<file path="src/rtl/game_pkg.sv">
// Shared definitions for the dino-runner game sequencer and its scroll renderers.
// Renderers import the widths below so that all of them agree on the bus format.
package game_pkg;

  typedef enum logic [1:0] {
    IDLE  = 2'd0,
    RUN   = 2'd1,
    CRASH = 2'd2
  } game_state_t;

  localparam int SCORE_MAX = 9999;

  localparam int SPEED_W  = 4;
  localparam int SCROLL_W = 10;
  localparam int SCORE_W  = 14;

  localparam int DEF_INIT_SPEED  = 1;
  localparam int DEF_MAX_SPEED   = 12;
  localparam int DEF_SCORE_DIV   = 6;
  localparam int DEF_SPEED_STEP  = 100;
  localparam int DEF_CRASH_HOLD  = 30;
  localparam int DEF_SCROLL_WRAP = 640;

endpackage

</file>
<file path="src/rtl/game_ctrl_if.sv">
// Game controller bus: player/mixer inputs plus the shared scroll datapath outputs.
// master = the sequencer, slave = whoever drives the inputs and reads the status.
interface game_ctrl_if;
  import game_pkg::*;

  logic                frame_tick;
  logic                start_btn;
  logic                collision;
  logic                game_status;
  logic                crashed;
  logic [SPEED_W-1:0]  speed;
  logic [SCROLL_W-1:0] scroll_pos;
  logic [SCORE_W-1:0]  score;
  logic                new_game;

  modport master (
    input  frame_tick, start_btn, collision,
    output game_status, crashed, speed, scroll_pos, score, new_game
  );

  modport slave (
    output frame_tick, start_btn, collision,
    input  game_status, crashed, speed, scroll_pos, score, new_game
  );

endinterface

</file>
<file path="src/rtl/game_ctrl_rise_detect.sv">
// Rising-edge detector: registered previous level, one-cycle pulse on a 0->1 input.
// The pulse is combinational from the live level so the consumer reacts on the first high edge.
module rise_detect (
  input  logic clk,
  input  logic N_rst,
  input  logic level,
  output logic pulse
);

  logic prev;

  always_ff @(posedge clk or negedge N_rst) begin
    if (!N_rst) prev <= 1'b0;
    else        prev <= level;
  end

  assign pulse = level & ~prev;

endmodule

</file>
<file path="src/rtl/game_ctrl.sv">
// Game sequencer: idle/run/crash FSM, frame divider, score, speed ramp, scroll accumulator
// and post-crash start lockout. All outputs are registered (one clk of latency).
module game_ctrl
  import game_pkg::*;
#(
  parameter int INIT_SPEED  = DEF_INIT_SPEED,
  parameter int MAX_SPEED   = DEF_MAX_SPEED,
  parameter int SCORE_DIV   = DEF_SCORE_DIV,
  parameter int SPEED_STEP  = DEF_SPEED_STEP,
  parameter int CRASH_HOLD  = DEF_CRASH_HOLD,
  parameter int SCROLL_WRAP = DEF_SCROLL_WRAP
) (
  input logic         clk,
  input logic         N_rst,
  game_ctrl_if.master io
);

  localparam int DIV_W  = (SCORE_DIV  > 1) ? $clog2(SCORE_DIV)  : 1;
  localparam int STEP_W = (SPEED_STEP > 1) ? $clog2(SPEED_STEP) : 1;
  localparam int LOCK_W = $clog2(CRASH_HOLD + 1);

  localparam logic [SPEED_W-1:0]  SPD_INIT  = SPEED_W'(INIT_SPEED);
  localparam logic [SPEED_W-1:0]  SPD_MAX   = SPEED_W'(MAX_SPEED);
  localparam logic [SCORE_W-1:0]  SCORE_TOP = SCORE_W'(SCORE_MAX);
  localparam logic [DIV_W-1:0]    DIV_LAST  = DIV_W'(SCORE_DIV - 1);
  localparam logic [STEP_W-1:0]   STEP_LAST = STEP_W'(SPEED_STEP - 1);
  localparam logic [LOCK_W-1:0]   LOCK_FULL = LOCK_W'(CRASH_HOLD);
  localparam logic [SCROLL_W:0]   WRAP_X    = (SCROLL_W+1)'(SCROLL_WRAP);

  game_state_t         state;
  logic [DIV_W-1:0]    div_cnt;
  logic [STEP_W-1:0]   step_cnt;
  logic [LOCK_W-1:0]   lock_cnt;
  logic [SPEED_W-1:0]  speed;
  logic [SCROLL_W-1:0] scroll_pos;
  logic [SCORE_W-1:0]  score;
  logic                new_game;

  logic                start_rise;
  logic                go;
  logic [SCROLL_W:0]   scroll_sum;
  logic [SCROLL_W-1:0] scroll_nxt;

  rise_detect u_start_edge (
    .clk   (clk),
    .N_rst (N_rst),
    .level (io.start_btn),
    .pulse (start_rise)
  );

  // One extra bit on the sum so a wrap past SCROLL_WRAP is never lost to overflow.
  always_comb begin
    scroll_sum = {1'b0, scroll_pos} + {{(SCROLL_W+1-SPEED_W){1'b0}}, speed};
    scroll_nxt = SCROLL_W'(scroll_sum);
    if (scroll_sum >= WRAP_X) scroll_nxt = SCROLL_W'(scroll_sum - WRAP_X);
  end

  assign go = start_rise && ((state == IDLE) || ((state == CRASH) && (lock_cnt == LOCK_FULL)));

  always_ff @(posedge clk or negedge N_rst) begin
    if (!N_rst) begin
      state      <= IDLE;
      div_cnt    <= '0;
      step_cnt   <= '0;
      lock_cnt   <= '0;
      speed      <= SPD_INIT;
      scroll_pos <= '0;
      score      <= '0;
      new_game   <= 1'b0;
    end else begin
      new_game <= 1'b0;
      if (go) begin
        state      <= RUN;
        div_cnt    <= '0;
        step_cnt   <= '0;
        speed      <= SPD_INIT;
        scroll_pos <= '0;
        score      <= '0;
        new_game   <= 1'b1;
      end else begin
        case (state)
          IDLE: ;
          RUN: begin
            // Collision beats a same-cycle frame tick: the crash frame is not scored.
            if (io.collision) begin
              state    <= CRASH;
              lock_cnt <= '0;
            end else if (io.frame_tick) begin
              scroll_pos <= scroll_nxt;
              if (div_cnt == DIV_LAST) begin
                div_cnt <= '0;
                if (score != SCORE_TOP) begin
                  score <= score + SCORE_W'(1);
                  if (step_cnt == STEP_LAST) begin
                    step_cnt <= '0;
                    if (speed != SPD_MAX) speed <= speed + SPEED_W'(1);
                  end else begin
                    step_cnt <= step_cnt + STEP_W'(1);
                  end
                end
              end else begin
                div_cnt <= div_cnt + DIV_W'(1);
              end
            end
          end
          CRASH: begin
            if (io.frame_tick && (lock_cnt != LOCK_FULL)) lock_cnt <= lock_cnt + LOCK_W'(1);
          end
          default: state <= IDLE;
        endcase
      end
    end
  end

  assign io.game_status = (state == RUN);
  assign io.crashed     = (state == CRASH);
  assign io.speed       = speed;
  assign io.scroll_pos  = scroll_pos;
  assign io.score       = score;
  assign io.new_game    = new_game;

endmodule

</file>
<file path="src/flat_wrapper.sv">
// flat-port wrapper written by rule: the top's interface ports become plain ports
module game_ctrl_flat import game_pkg::*;
#(
  parameter int INIT_SPEED  = DEF_INIT_SPEED,
  parameter int MAX_SPEED   = DEF_MAX_SPEED,
  parameter int SCORE_DIV   = DEF_SCORE_DIV,
  parameter int SPEED_STEP  = DEF_SPEED_STEP,
  parameter int CRASH_HOLD  = DEF_CRASH_HOLD,
  parameter int SCROLL_WRAP = DEF_SCROLL_WRAP
)
  (clk, N_rst, io_frame_tick, io_start_btn, io_collision, io_game_status, io_crashed, io_speed, io_scroll_pos, io_score, io_new_game);
  game_ctrl_if io_i ();
  input logic clk;
  input logic N_rst;
  input wire logic [$bits(io_i.frame_tick)-1:0] io_frame_tick;
  input wire logic [$bits(io_i.start_btn)-1:0] io_start_btn;
  input wire logic [$bits(io_i.collision)-1:0] io_collision;
  output wire logic [$bits(io_i.game_status)-1:0] io_game_status;
  output wire logic [$bits(io_i.crashed)-1:0] io_crashed;
  output wire logic [$bits(io_i.speed)-1:0] io_speed;
  output wire logic [$bits(io_i.scroll_pos)-1:0] io_scroll_pos;
  output wire logic [$bits(io_i.score)-1:0] io_score;
  output wire logic [$bits(io_i.new_game)-1:0] io_new_game;
  assign io_i.frame_tick = io_frame_tick;
  assign io_i.start_btn = io_start_btn;
  assign io_i.collision = io_collision;
  assign io_game_status = io_i.game_status;
  assign io_crashed = io_i.crashed;
  assign io_speed = io_i.speed;
  assign io_scroll_pos = io_i.scroll_pos;
  assign io_score = io_i.score;
  assign io_new_game = io_i.new_game;
  game_ctrl #(.INIT_SPEED(INIT_SPEED), .MAX_SPEED(MAX_SPEED), .SCORE_DIV(SCORE_DIV), .SPEED_STEP(SPEED_STEP), .CRASH_HOLD(CRASH_HOLD), .SCROLL_WRAP(SCROLL_WRAP)) u_core (.clk(clk), .N_rst(N_rst), .io(io_i));
endmodule
</file>
<file path="config.mk">
export PLATFORM = sky130hd
export DESIGN_NAME = game_ctrl_flat
export DESIGN_NICKNAME = d
export VERILOG_FILES = /design/src/rtl/game_pkg.sv /design/src/rtl/game_ctrl_if.sv /design/src/rtl/game_ctrl_rise_detect.sv /design/src/rtl/game_ctrl.sv /design/src/flat_wrapper.sv
export SDC_FILE = /design/constraint.sdc
export NUM_CORES = 1
export LEC_CHECK = 0
export ABC_AREA = 1
export CORE_MARGIN = 5
export CORE_UTILIZATION = 50
export DETAILED_ROUTE_END_ITERATION = 6
export HOLD_SLACK_MARGIN = 0.12
export PLACE_DENSITY = 0.73
export SYNTH_ARGS = -nofsm -noshare
export SYNTH_HDL_FRONTEND = slang
export SYNTH_HIERARCHICAL = 1
export SYNTH_SLANG_ARGS = --single-unit
</file>
<file path="constraint.sdc">
create_clock -name clk -period 2.75 [get_ports clk]
set_clock_uncertainty 0.15 [all_clocks]
set_input_delay 0.55 -clock clk [delete_from_list [all_inputs] [get_ports clk]]
set_output_delay 0.55 -clock clk [all_outputs]
set_load 0.02 [all_outputs]
</file>
Yosys cells after proc, flatten, opt, wreduce, memory -nomap -nowiden
Cells that the tools add are included.

Logic and storage cells: 89. Bits in latches: 0. RAM bits: 0. ROM bits: 0. Flip-flop bits (word level): 47. Input bits: 5. Memories kept: 0.

Multipliers: 0. Divide/modulo/power cells: 0. Reduce and logical (&&, ||, !) cells: 18. Muxes and demuxes: 38. $lt $le $gt $ge: 1. Add/sub/neg operators: 7. Shift-type cells: 0. Bitwise logic cells: 3. Equal/unequal tests: 13.

Operators by type and width (count): $mux 14 (6); $mux 10 (5); $mux 7 (7); $mux 4 (8); $mux 3 (5); $add 14x1->14 const B (1); $ne 14x14->1 const B (1); $reduce_bool 2->1 (7); $add 10x4->11 (1); $ge 11x10->1 const B (1); $mux 5 (2); $pmux 5 s2 (1); $sub 10x10->10 const B (1); $add 7x1->7 const B (1); $eq 7x7->1 const B (1); $reduce_and 7->1 (1); $ne 2x1->1 const B (3); $add 5x1->5 const B (1); $eq 5x5->1 const B (1); $ne 5x5->1 const B (1); $reduce_and 5->1 (1); $add 4x1->4 const B (1); $mux 2 (2); $ne 4x4->1 const B (1); 17 further kinds (20).

Longest topological paths before layout
Gate-level depths: netlist of the first run.

Word-level depth: 9. Mapped depth: 15. Gate-level depth less buffers: 15.

Modules after synthesis
Netlist of the first run, hierarchy kept.

Modules (own cells, without submodules): game_ctrl (times used 1, sequential area each 1152.4 um^2, area each 2738.9 um^2, cells an instance 346); rise_detect (times used 1, sequential area each 25.0 um^2, area each 35.0 um^2, cells an instance 3).

Worst setup path before layout of the first run
No wires, ideal clock.

Path type: reg2reg. Start point: register u_core.speed[0], in the netlist u_core/io.speed[0]. End point: register u_core.scroll_pos[7], in the netlist u_core/io.scroll_pos[7]. Library setup time: 0.117 ns. Required time: 2.483 ns. Arrival time: 2.070 ns. Setup slack: 0.412 ns. Stages on the path, launching flop included: 14. Path through: dfstp_2 -> ha_1 -> inv_1 -> fa_1 -> inv_1 -> nand3_1 -> nand2_1 -> nand3_1 -> nand2_1 -> nand3_1 -> nand2_1 -> nand3_1 -> nand3_1 -> nand2_1.

Word-level cells in the longest chain between the ends: 7.

Ends and longest elaborated chain: start, declared (RTL line game_ctrl.sv:34) `logic [SPEED_W-1:0] speed;`; start signal, assigned (RTL line game_ctrl.sv:96) `if (speed != SPD_MAX) speed <= speed + SPEED_W'(1);`; $add 10x4->11 (*) (RTL line game_ctrl.sv:53) `scroll_sum = {1'b0, scroll_pos} + {{(SCROLL_W+1-SPEED_W){1'b0}}, speed};`; $sub 10x10->10 or $ge 11x10->1 (tied branches) (RTL line game_ctrl.sv:55) `if (scroll_sum >= WRAP_X) scroll_nxt = SCROLL_W'(scroll_sum - WRAP_X);`; $mux 10 (*) (RTL line game_ctrl.sv:55); $mux 10 (*) (RTL line game_ctrl.sv:88) `end else if (io.frame_tick) begin`; $mux 10 (*) (RTL line game_ctrl.sv:85) `if (io.collision) begin`; $mux 10 (*) (RTL line game_ctrl.sv:81) `case (state)`; $mux 10 (*) (RTL line game_ctrl.sv:72) `if (go) begin`; end signal, assigned (RTL line game_ctrl.sv:89) `scroll_pos <= scroll_nxt;`; end, declared (RTL line game_ctrl.sv:35) `logic [SCROLL_W-1:0] scroll_pos;`.

Every way passes the cells marked *; elsewhere a longest branch is shown, timed or not. The select of a mux whose other input is x is not followed. A chain may end at the register's enable or synchronous reset.

Final worst setup path of the first run
Same ends and word-level chain as after synthesis.

==> results of run 1 <==
-- synth_stat cells, types with 2 or more instances --
master,instances
nand2_1,75
dfrtp_1,46
inv_1,44
nand3_1,43
o21ai_0,19
nand4_1,18
nor2_1,16
a21oi_1,12
xor2_1,11
ha_1,10
nor3_1,9
o21ai_1,7
o31ai_1,4
nor4_1,3
o21ai_2,3
buf_4,2
inv_2,2
nor2_2,2
o22ai_1,2
or2_2,2
xnor2_1,2
-- sequential cells by signal (all words and copies together) (netlist names) --
register	flops
u_core/io.score	14
u_core/io.scroll_pos	10
u_core/step_cnt	7
u_core/lock_cnt	5
u_core/io.speed	4
u_core/div_cnt	3
u_core/state	2
u_core/io.new_game	1
u_core/u_start_edge/prev	1
-- worst max-delay path: cells and delay by family, from the launching register on --
kind / cells / cell delay (ps)
buffers and inverters: 2 / 140
flip-flops: 1 / 590
adder cells (fa/ha/maj): 2 / 620
AND/OR/NAND/NOR: 9 / 950
-- per-layer routing --
metal  track usage [%]  vias up
li1                  -     1250
met1              24.8     1148
met2              30.5       54
met3              4.02       10
met4              6.62        0
met5                 0        -
-- power breakdown --
| part | internal [uW] | switching, uW | total [uW] |
|---|---|---|---|
| sequential | 864 | 192 | 1060 |
| clock | 178 | 237 | 415 |
| combinational | 394 | 566 | 960 |
-- per-stage QoR --
step | cell area [sq um] | cells
floorplan | 2770 | 349
global placement | 3240 | 456
detailed placement | 3240 | 456
CTS | 3330 | 465
finish | 3330 | 465
global route | 3330 | 465
-- path summary, 6_finish.rpt --
path / start / end / slack, ps / cells past startpoint
worst min-delay path: u_core/io.speed[0] / u_core/io.speed[0] / 370 / 2
max in group asynchronous: N_rst / u_core/io.score[7] / 1290 / 3
min in group asynchronous: N_rst / u_core/lock_cnt[0] / 630 / 2
worst min register to register: u_core/io.speed[0] / u_core/io.speed[0] / 370 / 2
worst max register to register: u_core/io.speed[0] / u_core/io.scroll_pos[7] / 200 / 13
worst max-delay path: u_core/io.speed[0] / u_core/io.scroll_pos[7] / 200 / 13
-- logic make-up after synthesis --
group | count (synthesis) | synth area share, %
buf+inv | 52 | 7.71
compound gates | 51 | 10.5
flops | 47 | 42.4
simple gates | 175 | 30.0
fa+ha+maj | 11 | 5.23
xor+xnor | 13 | 4.10
-- cell type report --
class                           count  area (sq um)
Clock buffer                        6          72.6
Clock inverter                      2          12.5
Fill cell                         493          2110
Inverter                           47           179
Multi-Input combinational cell    250          1380
Sequential cell                    47          1180
Tap cell                           72          90.1
Timing Repair Buffer               41           418
==> run summary, run 1 <==
CTS tree: built
vias per cell: 5.29
Area Overhead vs Synth: 20.1%
H-tree levels: 2
Pwr Total: 2430 uW
Detailed Routing Iterations Pass 1: 4
Final TNS setup: 0 ps
Worst Setup End Kind: flip-flop
Slew Limit Fails: 0
largest net degree at the start of global routing: 25
fmax: 393 MHz
Post-synth ARST share: 100%
crit path max fanout: 6
Final Hold Viols: 0
Top Ports: 36
Die ar.: 7140 sq um
first-pass GRT wire length: 11.0 mm
Synth top area share: 41.5%
CTS Buf Count: 5
Final WS setup: 203 ps
Port Buf Inserts: 35
ranking of synthesized cells by area: dfrtp_1 41%, nand2_1 10%, nand3_1 7.8%
Rel. slew slack: 60.8%
max-capacitance violation count: 0
outcome: finished, final reports clean
die span in y: 84.5 um
PD cells: 730 nW/um^2
n_diodes: 0
critical path's slowest cell: dfstp_2
clk_lat worst skew: 300 ps
Main synth FF type: dfrtp_1
commonest non-fill, non-tap cell in the layout: nand2_1
GR Util All Layers: 18.8%
Max stage delay on crit path: 590 ps
Iter 0 DRT Violations: 180
initial antenna violation count: 0
RSZ-0062 raised after global routing: no
Tcrit/Tclk final: 92.6%
most frequent cells in the layout: 75 x nand2_1, 46 x dfrtp_1, 44 x inv_1, 43 x nand3_1, 34 x clkdlybuf4s50_1
post-detail-place hpwl: 4.86 mm
Gates resized, CTS repair: 0
GPL Wtd Cong: 0.931
hold slack final: 375 ps
Post-CTS Hold Buffers: 1
crit path launch type: flip-flop
Syn Nets: 365
cell mode on critical path: nand3_1
core area: 5440 sq um
GRT overflow: 0
final core utilization: 61.3%
Avg WL per Cell: 13.8 um
share of layout cells above drive strength 1: 7.89%
wl on met1: 2.97 mm
clock transition at the registers of the reported paths: 90 ps
register bit total from synthesis: 47
Mapped Area: 2770 sq um
required time worst endpoint: 2790 ps
top sig layer: met4
Synth area leader: dfrtp_1
sequential fraction of the synthesis area: 42.4%
Hold Path Class: flip-flop to flip-flop
row count: 27
setup slack at placement: 228 ps
Mapped Cells: 349
number of remaining DRC errors: 0
Yosys cell types: 38
Sink Count: 47
Avg Cell Area, Syn: 7.95 sq um
Final Setup Violations: 0
Final min period: 2550 ps
post-route ant nets: 0
Final #Nets: 408
WL met2: 3.12 mm
WP data arrival: 2590 ps
Post-synth EDFFs: 0
DR vias: 2462
Setup Crit Path Kind: flip-flop to flip-flop
clk buf depth: 2
Initial Utilization: 51.0%
yosys warns: 6
IR drop worst, VDD: 468 uV
vias in the first global route: 2286
CTS root buf: clkbuf_8
routed wire length: 6.43 mm
Worst Max-Slew Pin Slew: 588 ps
Setup Buffers After CTS: 0
WL met3: 251 um
Leak: 0.00150 uW
crit-path cells: ha_1 > inv_1 > fa_1 > inv_1 > nand3_1 > nand2_1 > nand3_1 > nand2_1 > nand3_1 > nand2_1 > nand3_1 > nand3_1 > nand2_1
die extent in x: 84.5 um
(Power assumes the default switching activity.)
==> inputs of run 2 (changes only) <==
--- a/config.mk
+++ b/config.mk
@@ -10,7 +10,7 @@
 export CORE_UTILIZATION = 50
 export DETAILED_ROUTE_END_ITERATION = 6
 export HOLD_SLACK_MARGIN = 0.12
-export PLACE_DENSITY = 0.73
+export PLACE_DENSITY = 0.82
 export SYNTH_ARGS = -nofsm -noshare
 export SYNTH_HDL_FRONTEND = slang
 export SYNTH_HIERARCHICAL = 1
==> run summary, run 2 (synthesized netlist as in run 1, its figures left out) <==
crit path max fanout: 6 (unchanged)
share of layout cells above drive strength 1: 7.65% (-0.23 points)
post-route cell area: 3310 sq um (-0.64%)
Comb power frac: 39.4% (about the same)
row count: 27 (unchanged)
Area after DPL: 3220 sq um (-0.62%)
clock share of power: 17.0% (about the same)
commonest non-fill, non-tap cell in the layout: nand2_1
IR drop worst, VDD: 430 uV (-8.2%)
routed wire length: 6.51 mm (+1.2%)
Iter 0 DRT Violations: 229 (+27%)
Rel. slew slack: 61.0% (+0.22 points)
largest net degree at the start of global routing: 32 (+28%)
vias in the first global route: 2460 (+7.6%)
Initial Utilization: 51.0% (unchanged)
Seq pwr share: 43.6% (+0.2 points)
Worst Setup End Kind: flip-flop
crit path launch type: flip-flop
Final TNS setup: 0 ps (unchanged)
die extent in x: 84.5 um (unchanged)
initial antenna violation count: 0 (unchanged)
clk_lat worst skew: 300 ps (about the same)
Area Overhead vs Synth: 19.4%
Worst Max-Slew Pin Slew: 580 ps (-7.84 ps)
Leak: 0.00149 uW (-0.46%)
max-capacitance violation count: 0 (unchanged)
Hold Path Class: flip-flop to flip-flop
fillcell total: 494 (+0.20%)
Port Buf Inserts: 35 (unchanged)
dpl cells: 455 (-0.22%)
H-tree levels: 2 (unchanged)
CTS root buf: clkbuf_8
Sink Count: 47 (unchanged)
clk buf depth: 2 (unchanged)
outcome: finished, final reports clean
Detailed Routing Iterations Pass 1: 5 (+1)
first-pass GRT wire length: 11.2 mm (+1.5%)
Tcrit/Tclk final: 92.9% (+0.30 points)
most frequent cells in the layout: 74 x nand2_1, 46 x dfrtp_1, 44 x inv_1, 43 x nand3_1, 34 x clkdlybuf4s50_1
fmax: 391 MHz (-0.33%)
Sw Share: 41.0% (+0.057 points)
DR vias: 2588 (+5.1%)
PD cells: 731 nW/um^2 (+0.19%)
Internal Pwr Total: 1430 uW (-0.55%)
n_diodes: 0 (unchanged)
core area: 5440 sq um (unchanged)
die span in y: 84.5 um (unchanged)
max reg flops: 14 (unchanged)
WP data arrival: 2600 ps (about the same)
Final min period: 2560 ps (+8.34 ps)
clock transition at the registers of the reported paths: 90 ps (about the same)
GR Util All Layers: 18.7% (-0.10 points)
final core utilization: 60.9% (-0.39 points)
post-detail-place hpwl: 4.79 mm (-1.4%)
Final #Nets: 407 (-0.25%)
GRT overflow: 0 (unchanged)
GPL Wtd Cong: 0.894 (-4.0%)
vias per cell: 5.58 (+5.3%)
Final Hold Viols: 0 (unchanged)
required time worst endpoint: 2800 ps (about the same)
hold slack final: 390 ps (+15.5 ps)
fin cells: 464 (-0.22%)
Top Ports: 36 (unchanged)
Avg WL per Cell: 14.0 um (+1.4%)
CTS Buf Count: 5 (unchanged)
Largest regs: u_core/io.score (14), u_core/io.scroll_pos (10), u_core/step_cnt (7)
Biggest register: u_core/io.score
post-route ant nets: 0 (unchanged)
Slew Limit Fails: 0 (unchanged)
Setup Crit Path Kind: flip-flop to flip-flop
Net Switching: 992 uW (-0.31%)
Die ar.: 7140 sq um (unchanged)
CTS tree: built
number of remaining DRC errors: 0 (unchanged)
Final Setup Violations: 0 (unchanged)
run 2: cell count changes in the layout (fill, tap and decap cells not counted):
cell	delta
nand2_1	-1
clkbuf_1	+1
nand2_2	+1
clkinvlp_4	-1
buf_12	-1
run 2: repair_timing:
item,4_1_cts,5_1_grt
setup endpoints to repair,0,1
endpoints found under the hold margin,23,0
hold buffers,1,0
gates resized for setup,0,1
setup buffers,0,0
run 2: power groups by stage:
| stage | logic (uW) | registers [uW] | clock network (uW) |
|---|---|---|---|
| floorplan | 504 | 1130 | 0 |
| global placement | 913 | 1060 | 0 |
| detailed placement | 949 | 1070 | 0 |
| CTS | 957 | 1050 | 426 |
| global route | 1060 | 1090 | 450 |
| finish | 954 | 1050 | 412 |
run 2: layout make-up:
cell class	count	area [sq um]	area share, %
sequential	47	1180	35.6
timing repair buffer	40	398	12.0
inverter	47	179	5.40
multi-input combinational	250	1390	41.8
clock buffer	7	76.3	2.31
clock inverter	1	5.00	0.151
tap	72	90.1	2.72
run 2: path summary, 6_finish.rpt:
| check | endpoint | slack [ps] | from | cells after the start |
|---|---|---|---|---|
| max in group asynchronous | u_core/io.speed[0] | 1220 | N_rst | 3 |
| worst min register to register | u_core/step_cnt[1] | 390 | u_core/step_cnt[1] | 2 |
| worst min-delay path | u_core/step_cnt[1] | 390 | u_core/step_cnt[1] | 2 |
| worst max-delay path | u_core/io.scroll_pos[8] | 190 | u_core/io.speed[0] | 13 |
| worst max register to register | u_core/io.scroll_pos[8] | 190 | u_core/io.speed[0] | 13 |
| min in group asynchronous | u_core/io.score[9] | 630 | N_rst | 2 |
run 2: stage by stage:
stage,setup WS [ps],power (uW)
detailed placement,198,2010
floorplan,412,1630
CTS,198,2440
finish,194,2420
global route,-6.16,2590
global placement,259,1970
run 2: layer usage:
layer	track usage (%)	wire length, um	vias up
met4	5.90	89	0
li1	-	-	1255
met2	31.9	3290	80
met3	3.93	283	9
met1	23.7	2840	1244
met5	0	0	-
run 2: worst max-delay path, stage by stage (launching register included):
cell     delay [ps]
dfstp_2         590
ha_1            200
inv_1            60
fa_1            410
inv_1            90
nand3_1         110
nand2_2         130
nand3_1         100
nand2_1         110
nand3_1         100
nand2_1         150
nand3_1         100
nand3_1          90
nand2_1          50
==> patch 1, RTL diff (flow settings as in run 1) <==
Set the package constant `SCROLL_W` to 14 (it was 10).
--- a/src/rtl/game_pkg.sv
+++ b/src/rtl/game_pkg.sv
@@ -13,3 +13,3 @@
   localparam int SPEED_W  = 4;
-  localparam int SCROLL_W = 10;
+  localparam int SCROLL_W = 14;
   localparam int SCORE_W  = 14;
Ports: changed (resized io_scroll_pos); port bits go from 36 to 40. No check against the original RTL was run, so the function may have changed too.
==> patch 1 against run 1 <==
  * Sequential share of layout area shrank 3.6 points
  * Core utilization is 1.5 points higher
  * Sequential cell count grew 4
  * Synthesized area rose by 20%
  * Synthesized cell count is 31% higher
  * Final area rose by 21%
  * Die area up 18%
  * Setup slack worse by 0.050 ns
  * Clock power increased by 8.7%
  * Power rose by 16%
  * Wire length is 25% higher
  * Maximum frequency shrank 1.9%
  * Final cell count up 26%
==> patch 1: results (changes against run 1) <==
- Share of the yosys chip area belonging to registers: 38.3% (-4.1 points)
* Detailed Route Iter0 Violations: 192 (+6.7%)
- The detailed-router iteration count before antenna repair is 5 (+1).
- The sum of routed wire length over all layers came to 8060 um (+25%).
* Fraction of area in multi-input gates: 44.6% (+3.1 points)
* Global-route met1 utilization: 26.9% (+2.1 points)
- Half-perimeter wire length after detailed placement: 6100 um (+26%)
* Area occupied by registers: 1280 um2 (+8.5%)
- The arrival time reported for the critical path endpoint came to 2.65 ns (+0.06 ns).
- The inverter count of the layout excluding clock inverters was 71 (+51%).
- Global-route met3 utilization: 2.54% (-1.5 points)
* Number of placed instances, taps included: 579 (+27%)
* Port bufs: 39 (+11%)
- The multi-input combinational cell count is 329 (+32%).
- Top post-synthesis cells by count: 116 x nand2_1, 65 x inv_1, 50 x dfrtp_1, 50 x nand3_1, 34 x nor2_1
- Mean number of vias per cell: 5.40 (+2.0%)
* Most area-consuming cells after synthesis: dfrtp_1 38%, nand2_1 13%, nand3_1 7.5%, inv_1 7.3%, ha_1 4.1%
- Fraction of layout instances using a drive strength above 1: 12.7% (+4.8 points)
- The cell area after placement is 3900 um2 (+20%).
* Run status: finished, final reports clean
- The clock buffer instance count of the final layout was 5 (-1).
* Sequential cell count: 51 (+8.5%)
* Count of mapped cells out of synthesis: 456 (+31%)
- Vias in the first global route: 3027 (+32%)
- GR met2 Demand/Resource: 33.5% (+2.9 points)
* Synth cell types: 36 (-5.3%)
* First-pass GRT wire length: 14000 um (+27%)
- Slew at the pin closest to its max-slew limit: 0.583 ns (-0.00482 ns)
patch 1: cell count changes after synthesis, moves of 4 or more:
cell / run 1 / this run
a21oi_1: 12 / 16
dfrtp_1: 46 / 50
inv_1: 44 / 65
nand2_1: 75 / 116
nand2_2: 1 / 9
nand3_1: 43 / 50
nand3_2: 1 / 7
nand4_1: 18 / 9
nor2_1: 16 / 34
nor2_4: 1 / 5
nor3_1: 9 / 13
o21ai_1: 7 / 3
o31ai_1: 4 / 0
patch 1: path summary, 6_finish.rpt:
kind                       cells after the start               start  slack (ns)                      end
min in group asynchronous                      2               N_rst        0.61       u_core/io.score[0]
min reg2reg                                    1  u_core/step_cnt[6]        0.36       u_core/step_cnt[6]
max reg2reg                                   18  u_core/io.speed[0]        0.15  u_core/io.scroll_pos[8]
max                                           18  u_core/io.speed[0]        0.15  u_core/io.scroll_pos[8]
max in group asynchronous                      3               N_rst        1.29        u_core/div_cnt[1]
min                                            1  u_core/step_cnt[6]        0.36       u_core/step_cnt[6]
patch 1: metal layers:
layer  wire length, um  up-vias
met5                 0        -
met4                46        0
met3               394        5
met2              3960       93
met1              3660     1494
li1                  -     1584
patch 1: report_power, final:
part	internal, mW	total, mW	switching (mW)
clock	0.184	0.451	0.267
sequential	0.936	1.11	0.174
combinational	0.504	1.25	0.748
total	1.62	2.81	1.19
patch 1: kinds of logic after synthesis:
group	synth area share, %
AND/OR/NAND/NOR	36.5
buffers and inverters	8.70
AO/OA/AOI/OAI	8.89
flip-flops	38.3
adder cells (fa/ha/maj)	4.73
XOR/XNOR	2.89
patch 1: critical path, delay by kind of cell (launching register included):
kind          cells  cell delay [ns]
flops             1             0.54
simple gates     11             0.88
fa+ha+maj         3             0.70
buf+inv           4             0.24
==> patch 2, RTL diff (config.mk and constraints of run 1) <==
Made on the original files. Re-encode `game_state_t` (3 states) as one-hot, 3 bits wide.
--- a/src/rtl/game_pkg.sv
+++ b/src/rtl/game_pkg.sv
@@ -4,6 +4,6 @@
 
-  typedef enum logic [1:0] {
-    IDLE  = 2'd0,
-    RUN   = 2'd1,
-    CRASH = 2'd2
+  typedef enum logic [2:0] {
+    IDLE  = 3'b001,
+    RUN   = 3'b010,
+    CRASH = 3'b100
   } game_state_t;
Formal check against the unedited RTL: same outputs for any inputs over 10 cycles, from zero or initial values and one cycle with N_rst low; not proved beyond that.
==> patch 2 against run 1 <==
  * Synthesized area rose by 4.3%
  * Count of clock-buffer cells in the layout rose by 2
  * Via count grew 5.6%
  * Sequential cell count is 1 higher
  * Final area grew 1.6%
  * Power down 24%
  * Synthesized cell count is 3.7% higher
  * Non-clock buffer count decreased by 3
  * Setup slack better by 0.094 ns
  * Maximum frequency rose by 3.8%
  * Wire length rose by 3.1%
  * Sequential power down 13%
  * Critical endpoint unchanged
==> patch 2: results (changes against run 1) <==
* Number of instances resized during post-cts repair: 0 (unchanged)
* Count of filler cells inserted in the layout: 504 (+2.2%)
* Half-perimeter wire length after detailed placement: 4810 um (-0.90%)
- Met2 WL post-DR: 2990 um (-4.2%)
* Share of synthesized flip-flops with an asynchronous set or reset: 100% (unchanged)
* Global-route met3 utilization: 3.65% (-0.37 points)
- The largest buffer count on any clock path is 2 (unchanged).
* Sw Ratio: 35.1% (-5.9 points)
* Global Route Usage Sum: 19.5% (+0.70 points)
- The total number of nets in the final design came to 418 (+2.5%).
- Fraction of layout instances using a drive strength above 1: 8.68% (+0.80 points)
- The portion of total power attributed to sequential cells is 49.3% (+5.9 points).
- Port bufs: 35 (unchanged)
* Slew at the pin closest to its max-slew limit: 0.814 ns (+0.226 ns)
- The global-route wire length before repair was 11700 um (+6.0%).
- The count of buffers added by post-CTS timing repair for setup was 0 (unchanged).
- Ant diodes: 0 (unchanged)
- Maximum VDD drop: 0.360 mV (-23%)
- The flow ran to the end, and the final reports show no timing, DRC or antenna violations.
- The met3 routed wirelength is 419 um (+67%).
- Fraction of power consumed by combinational cells: 27.4% (-12 points)
- First drt pass iteration count: 5 (+1)
- Topmost layer with routed signal wires: met4
- Maximum number of pins on one net before global-route repair: 38 (+52%)
- Number of warnings issued by yosys: 6 (unchanged)
- The met2 capacity usage during global routing is 30.8% (+0.23 points).
- Class of the worst hold path: in -> async
* Number of CTS-inserted buffers: 5 (unchanged)
- The initial antenna violation count was 0 (unchanged).
- Mapped Nets: 378 (+3.6%)
- CTS root buffer: clkbuf_8
* Vias in the first global route: 2508 (+9.7%)
- The wire length on met1 came to 3120 um (+5.2%).
* Global-route met1 utilization: 26.9% (+2.1 points)
- The commonest cells after synthesis are 77 x nand2_1, 46 x dfrtp_1, 44 x inv_1.
* Detailed Route Iter0 Violations: 169 (-6.1%)
- After clock tree synthesis, the clock-pin slew on the worst setup and hold paths is 0.08 ns.
- Synth cell types: 38 (unchanged)
- Static power due to leakage: 1.55 nW (+3.5%)
- The overall power is 1.86 mW (-24%).
- Number of H-tree branching levels: 2 (unchanged)
- Routability cong.: 0.840 (-9.8%)
* Largest registers ranked by flip-flop count: u_core/io.score: 14 flops, u_core/io.scroll_pos: 10 flops, u_core/step_cnt: 7 flops
* Crit path arrival time: 2.50 ns (-0.09 ns)
* Highest net fanout along the worst path: 7 (+1)
- The part of the Yosys area used for sequential elements was 41.6% (-0.84 points).
- Mean number of vias per cell: 5.47 (+3.3%)
* Most area-consuming cells after synthesis: dfrtp_1 40%, nand2_1 10%, nand3_1 6.1%, inv_1 5.7%, nand4_1 5.2%
* Drt wl/cell: 14.0 um (+0.95%)
- The latest clock arrival within the worst-skew pair was 0.30 ns (about the same).
-- patch 2: worst max-delay path: stages (launching register included) --
cell,delay (ns)
dfstp_2,0.59
ha_1,0.21
inv_1,0.07
fa_1,0.39
nand3b_1,0.18
nand2_1,0.14
nand2_1,0.07
nand2_1,0.06
nand2_1,0.07
nand3_1,0.08
nand2_1,0.08
nand2_1,0.09
nand2_1,0.06
nand3_1,0.06
nand2_1,0.05
-- patch 2: path summary, 6_finish.rpt --
path / from / slack [ns] / endpoint / cells after the start
worst max-delay path: u_core/io.speed[0] / 0.30 / u_core/io.scroll_pos[7] / 14
max in group asynchronous: N_rst / 1.64 / u_core/io.score[13] / 2
worst min register to register: u_core/io.speed[0] / 0.37 / u_core/io.speed[0] / 2
worst max register to register: u_core/io.speed[0] / 0.30 / u_core/io.scroll_pos[7] / 14
worst min-delay path: N_rst / 0.18 / u_core/io.score[9] / 1
min in group clk: u_core/io.speed[0] / 0.37 / u_core/io.speed[0] / 2
-- patch 2: metrics by stage --
stage               hold slack (ns)  util [%]  instance area (um2)  worst slack [ns]  std cells
finish                        0.184      60.7                 3380             0.297        475
global route                  0.262      60.7                 3380            0.0976        475
global placement              0.349      59.1                 3290             0.398        467
detailed placement            0.369      59.1                 3290             0.323        467
CTS                           0.214      60.7                 3380             0.318        475
floorplan                     0.104         -                 2890             0.454        362
-- patch 2: cells by family after synthesis --
kind of cell | synth area share (%)
and+or+nand+nor | 32.0
buffers and inverters | 8.87
AOI/OAI and AO/OA | 9.52
DFF | 41.6
adders and majority gates | 5.02
xor gates and xnor gates | 3.03
-- patch 2: cell type report --
type                       count  share of cell area, %
timing repair buffer          38                   10.9
clock buffer                   8                   2.66
inverter                      53                   5.91
multi-input combinational    256                   42.3
sequential                    48                   35.6
tap                           72                   2.66
